--- src/rtl/prog_loader_pkg.sv ---
// Shared constants and state encoding for the program loader and the
// instruction memory it feeds.
package prog_loader_pkg;

  localparam int unsigned IMEM_DEPTH_DEF = 256;
  localparam int unsigned ADDR_W_DEF     = 8;
  localparam int unsigned RUN_W_DEF      = 16;
  localparam int unsigned WORD_W         = 32;

  // addi x0,x0,0
  localparam logic [WORD_W-1:0] NOP_INSN = 32'h0000_0013;

  typedef enum logic [2:0] {
    ST_IDLE,
    ST_FILL,
    ST_PAD,
    ST_RUN,
    ST_DONE
  } state_t;

endpackage

--- src/rtl/prog_loader.sv ---
// Boot/run sequencer: streams a program into instruction memory, pads the
// remainder with NOPs, then releases the core for a fixed cycle budget.
module prog_loader
  import prog_loader_pkg::*;
#(
  parameter int unsigned IMEM_DEPTH = IMEM_DEPTH_DEF,
  parameter int unsigned ADDR_W     = ADDR_W_DEF,
  parameter int unsigned RUN_W      = RUN_W_DEF
) (
  input  logic              clk,
  input  logic              rst_n,
  input  logic              load_start,
  input  logic [ADDR_W:0]   load_len,
  input  logic [RUN_W-1:0]  run_cycles,
  input  logic              s_valid,
  input  logic [31:0]       s_data,
  output logic              s_ready,
  output logic              imem_we,
  output logic [ADDR_W-1:0] imem_addr,
  output logic [31:0]       imem_wdata,
  output logic              core_rst,
  output logic              busy,
  output logic              done,
  output logic              err_len
);

  localparam int unsigned CNT_W = ADDR_W + 1;
  localparam logic [CNT_W-1:0] DEPTH_C = CNT_W'(IMEM_DEPTH);
  localparam logic [CNT_W-1:0] LAST_C  = CNT_W'(IMEM_DEPTH - 1);

  state_t            state, state_d;
  logic [CNT_W-1:0]  addr, addr_d;
  logic [CNT_W-1:0]  len_q, len_d;
  logic [RUN_W-1:0]  run_cnt, run_cnt_d;
  logic              run_inf, run_inf_d;
  logic              ready_d, we_d, core_rst_d, busy_d, done_d, err_d;
  logic [ADDR_W-1:0] waddr_d;
  logic [31:0]       wdata_d;

  // State and registered outputs
  always_ff @(posedge clk or negedge rst_n) begin
    if (!rst_n) begin
      state      <= ST_IDLE;
      addr       <= '0;
      len_q      <= '0;
      run_cnt    <= '0;
      run_inf    <= 1'b0;
      s_ready    <= 1'b0;
      imem_we    <= 1'b0;
      imem_addr  <= '0;
      imem_wdata <= '0;
      core_rst   <= 1'b1;
      busy       <= 1'b0;
      done       <= 1'b0;
      err_len    <= 1'b0;
    end else begin
      state      <= state_d;
      addr       <= addr_d;
      len_q      <= len_d;
      run_cnt    <= run_cnt_d;
      run_inf    <= run_inf_d;
      s_ready    <= ready_d;
      imem_we    <= we_d;
      imem_addr  <= waddr_d;
      imem_wdata <= wdata_d;
      core_rst   <= core_rst_d;
      busy       <= busy_d;
      done       <= done_d;
      err_len    <= err_d;
    end
  end

  // Next-state and next-output decode
  always_comb begin
    state_d   = state;
    addr_d    = addr;
    len_d     = len_q;
    run_cnt_d = run_cnt;
    run_inf_d = run_inf;
    we_d      = 1'b0;
    waddr_d   = imem_addr;
    wdata_d   = imem_wdata;
    done_d    = 1'b0;
    err_d     = 1'b0;

    case (state)
      ST_IDLE, ST_DONE: begin
        if (load_start) begin
          if (load_len > DEPTH_C) begin
            err_d = 1'b1;
          end else begin
            len_d     = load_len;
            run_cnt_d = run_cycles;
            run_inf_d = (run_cycles == '0);
            addr_d    = '0;
            state_d   = (load_len == '0) ? ST_PAD : ST_FILL;
          end
        end
      end
      ST_FILL: begin
        if (s_valid && s_ready) begin
          we_d    = 1'b1;
          waddr_d = addr[ADDR_W-1:0];
          wdata_d = s_data;
          addr_d  = addr + CNT_W'(1);
          if (addr_d == len_q) begin
            state_d = (len_q == DEPTH_C) ? ST_RUN : ST_PAD;
          end
        end
      end
      ST_PAD: begin
        we_d    = 1'b1;
        waddr_d = addr[ADDR_W-1:0];
        wdata_d = NOP_INSN;
        addr_d  = addr + CNT_W'(1);
        if (addr == LAST_C) state_d = ST_RUN;
      end
      ST_RUN: begin
        // A zero budget means run until the host resets the loader.
        if (!run_inf) begin
          if (run_cnt == '0) begin
            done_d  = 1'b1;
            state_d = ST_DONE;
          end else begin
            run_cnt_d = run_cnt - RUN_W'(1);
          end
        end
      end
      default: state_d = ST_IDLE;
    endcase

    ready_d = (state_d == ST_FILL);
    busy_d  = (state_d == ST_FILL) || (state_d == ST_PAD) || (state_d == ST_RUN);
    // Hold reset one extra cycle on entry to RUN so the last write lands
    // before the first fetch; reassert as soon as a reload is accepted.
    core_rst_d = !((state == ST_RUN) || (state == ST_DONE)) ||
                 !((state_d == ST_RUN) || (state_d == ST_DONE));
  end

endmodule

--- config.mk ---
export PLATFORM = sky130hd
export DESIGN_NAME = prog_loader
export DESIGN_NICKNAME = d
export VERILOG_FILES = /design/src/rtl/prog_loader_pkg.sv /design/src/rtl/prog_loader.sv
export SDC_FILE = /design/constraint.sdc
export NUM_CORES = 1
export LEC_CHECK = 0
export CAP_MARGIN = 40
export CORE_MARGIN = 2
export CORE_UTILIZATION = 53
export CTS_CLUSTER_DIAMETER = 80
export CTS_CLUSTER_SIZE = 40
export DETAILED_ROUTE_END_ITERATION = 10
export GPL_ROUTABILITY_DRIVEN = 0
export PLACE_DENSITY = 0.84
export SLEW_MARGIN = 0
export SYNTH_ARGS = -nofsm -noshare
export SYNTH_HDL_FRONTEND = slang
export SYNTH_SLANG_ARGS = --single-unit
export TNS_END_PERCENT = 1
--- constraint.sdc ---
create_clock -name clk -period 5.7 [get_ports clk]
set_clock_uncertainty 0.2 [all_clocks]
set_input_delay 1.14 -clock clk [delete_from_list [all_inputs] [get_ports clk]]
set_output_delay 1.14 -clock clk [all_outputs]
set_load 0.05 [all_outputs]
==> flow_metrics.tcl <==
set metrics [dict create \
    numCtsBuffers 9 \
    slew_headroom_pct 37.5 \
    crit_path_start_kind "input port" \
    min_path_type "reg2reg" \
    setup.worst_path.class "in2reg" \
    n_antenna_cell 0 \
    boundaryPins 107 \
    drive_gt1_share_pct 8.50 \
    report.final.slew_viol_count 0 \
    final.fill_count 581 \
    post-route-period-util_pct 62.0 \
    cts_tree "done" \
    antenna_found_initial 0 \
    run_status "finished clean" \
    clock_latency_ps 350 \
    first_pass_iters 4 \
    setup_viol 0 \
    drc 0 \
    die_width_um 92.1 \
    synth.yosys.warnings 0 \
    rsz_0062_raised_after_global_routing "no" \
    synth.yosys.seq_area_share_pct 51.1 \
    wl_um 10400 \
    htree_levels 3 \
    clock-root-buffer "sky130_fd_sc_hd__clkbuf_8" \
    layout_commonest_cell "sky130_fd_sc_hd__nand2_1" \
    cts.clk_slew.worst_paths_ps 80 \
    global_route_wire_length_before_repair_um 17200 \
    timing.critical_path.to_type "flip-flop" \
    core_region_area_um2 7610 \
    clock-sinks 84 \
    synthTopCellsByArea "sky130_fd_sc_hd__dfrtp_1 (50%), sky130_fd_sc_hd__nand2_1 (9.7%), sky130_fd_sc_hd__o21ai_0 (5.0%)" \
    vias 3711 \
    largest_fanout_on_the_critical_path 33 \
    grt_max_degree 67 \
    start_util_pct 54.1 \
    setup.reg_to_reg.worst_slack_ps 2690 \
    synth.avg_cell_area_um2 9.14 \
    portBuffers 106 \
    synthesis.nets 514 \
    critical-path-max-stage-delay_ps 560 \
    dp.final_hpwl_um 7400 \
    critical_path_arrival_ps 3550 \
    fin_setup_tns_ps 0 \
    finish.instance_area_um2 5480 \
    grt_use_total_pct 25.4 \
    yosysUniqueCellTypes 64 \
    dominantRegCellSynth "sky130_fd_sc_hd__dfrtp_1" \
    area_growth_pct 33.2 \
    drt_first_iter_violations 281 \
    synthCells 450 \
    die_y_um 92.1 \
    grt.overflow.total 0 \
    synthDominantCellAreaShare_pct 50.5 \
    place_area_um2 5270 \
    final_hold_viol_count 0 \
    die_area_um2 8480 \
    max_freq_mhz 283 \
    vdd_drop_max_uv 133 \
    finalNetCount 612 \
    placement_rows 32 \
    library_cell_with_the_largest_summed_area_after_synthesis "sky130_fd_sc_hd__dfrtp_1" \
    number_of_gates_given_a_new_drive_strength_after_cts 0 \
    max-clock-path-buffers 2 \
    cpMaxStageDelayCell "sky130_fd_sc_hd__nor2_2" \
    synth_enable_flop_cells 0 \
    pwr_density_cell_nw_per_um2 207 \
    period_minus_slack_ps 3530 \
    drv_cap 0 \
    post_cts.repair.setup_buffers 0 \
    critPathMostFrequentCell "sky130_fd_sc_hd__nor2_2" \
    route.detailed.wl_per_inst_um 15.8 \
    worstMarginPinSlew_ps 935 \
    synth_area_um2 4110 \
    crit_path_cell_trace "clkdlybuf4s50_1 > nand2_1 > nor2_2 > buf_4 > nor2_2 > clkinv_1 > o21a_1 > o21ai_0 > o41ai_1" \
    ant_nets 0 \
    asyncSetResetFlopFracSynth_pct 100 \
    synth.ff_latch_count 84 \
    commonest_cells_after_routing_fill_and_taps_aside "sky130_fd_sc_hd__nand2_1 (106), sky130_fd_sc_hd__clkdlybuf4s50_1 (105), sky130_fd_sc_hd__dfrtp_1 (83), sky130_fd_sc_hd__o21ai_0 (41), sky130_fd_sc_hd__nand3_1 (32)" \
    timing.critical_path.required_ps 5710 \
    p_leak_nw 2.44 \
    vias_in_the_first_global_route 3629 \
    post_cts_hold_buffer_count 0 \
    avgViaCountPerCell 5.67 \
]
[stage by stage]
step	setup slack, ps	utilization, %	hold slack (ps)	instances	power (mW)
finish	2170	72.1	286	655	1.13
global route	1950	72.1	320	655	1.17
CTS	2200	72.1	284	655	1.14
detailed placement	1830	69.2	260	639	0.680
global placement	1910	68.7	257	637	0.676
floorplan	2800	-	269	450	0.619
[final timing paths]
check	cells past startpoint	start	to
setup / recovery	9	s_valid	addr[5]
setup reg to reg	11	addr[0]	core_rst
max in group asynchronous	2	rst_n	core_rst
hold / removal	2	imem_addr[3]	imem_addr[3]
hold reg to reg	2	imem_addr[3]	imem_addr[3]
min in group asynchronous	1	rst_n	imem_addr[5]
[where the power goes]
| group | switching (mW) | internal [mW] | leakage [nW] | total [mW] |
|---|---|---|---|---|
| clock | 0.219 | 0.247 | 0.102 | 0.466 |
| combinational | 0.0246 | 0.0414 | 1.24 | 0.0660 |
| sequential | 0.00316 | 0.598 | 1.10 | 0.601 |
| total | 0.247 | 0.886 | 2.44 | 1.13 |
[critical path, delay by kind of cell]
kind	cells	cell delay, ps
AND/OR/NAND/NOR	3	720
buffers and inverters	3	1210
AO/OA/AOI/OAI	3	460
[cells by family after synthesis]
kind of cell | count (synthesis) | synth area share (%)
adders and majority gates | 3 | 0.913
xor gates and xnor gates | 13 | 3.10
DFF | 84 | 51.1
AOI/OAI and AO/OA | 97 | 14.3
and+or+nand+nor | 213 | 25.0
muxes | 9 | 2.43
buffers and inverters | 31 | 3.07
[area by class of cell]
cell class | count | area [um^2] | share of cell area [%]
flip-flops and latches | 84 | 2100 | 38.4
multi-input cells | 335 | 1890 | 34.5
repair buffers | 109 | 1110 | 20.2
clock buffers | 10 | 128 | 2.33
well taps | 102 | 128 | 2.33
clock inverters | 6 | 88.8 | 1.62
inverters | 9 | 33.8 | 0.616
[synth_stat cells (2+ instances only)]
cell type                    n
sky130_fd_sc_hd__a21oi_1    28
sky130_fd_sc_hd__a22o_1      3
sky130_fd_sc_hd__a22oi_1     5
sky130_fd_sc_hd__a31oi_1     2
sky130_fd_sc_hd__and3_1      4
sky130_fd_sc_hd__and3b_1     2
sky130_fd_sc_hd__buf_2       5
sky130_fd_sc_hd__clkbuf_1   16
sky130_fd_sc_hd__dfrtp_1    83
sky130_fd_sc_hd__ha_1        3
sky130_fd_sc_hd__inv_1       8
sky130_fd_sc_hd__mux2_2      8
sky130_fd_sc_hd__nand2_1   106
sky130_fd_sc_hd__nand3_1    32
sky130_fd_sc_hd__nand4_1     3
sky130_fd_sc_hd__nor2_1     26
sky130_fd_sc_hd__nor3_1      6
sky130_fd_sc_hd__nor3b_1     2
sky130_fd_sc_hd__nor4_1      7
sky130_fd_sc_hd__o21ai_0    41
sky130_fd_sc_hd__o21ai_1     2
sky130_fd_sc_hd__o32ai_1     2
sky130_fd_sc_hd__or3_1       4
sky130_fd_sc_hd__or4_1       2
sky130_fd_sc_hd__xnor2_1     9
sky130_fd_sc_hd__xor2_1      3
[registers in the layout, summed over array words and instances, names as in the netlist, 3 cells and up]
register,cells
state,3
imem_wdata,32
run_cnt,16
imem_addr,8
len_q,9
addr,9
[metal layers]
layer | GRT usage, % | wire, um | up-vias
met3 | 5.01 | 468 | 13
li1 | - | - | 1772
met5 | 0 | 0 | -
met2 | 44.2 | 5450 | 114
met4 | 6.22 | 142 | 0
met1 | 32.9 | 4300 | 1812
Note: power is estimated with default switching activity, not from simulation.
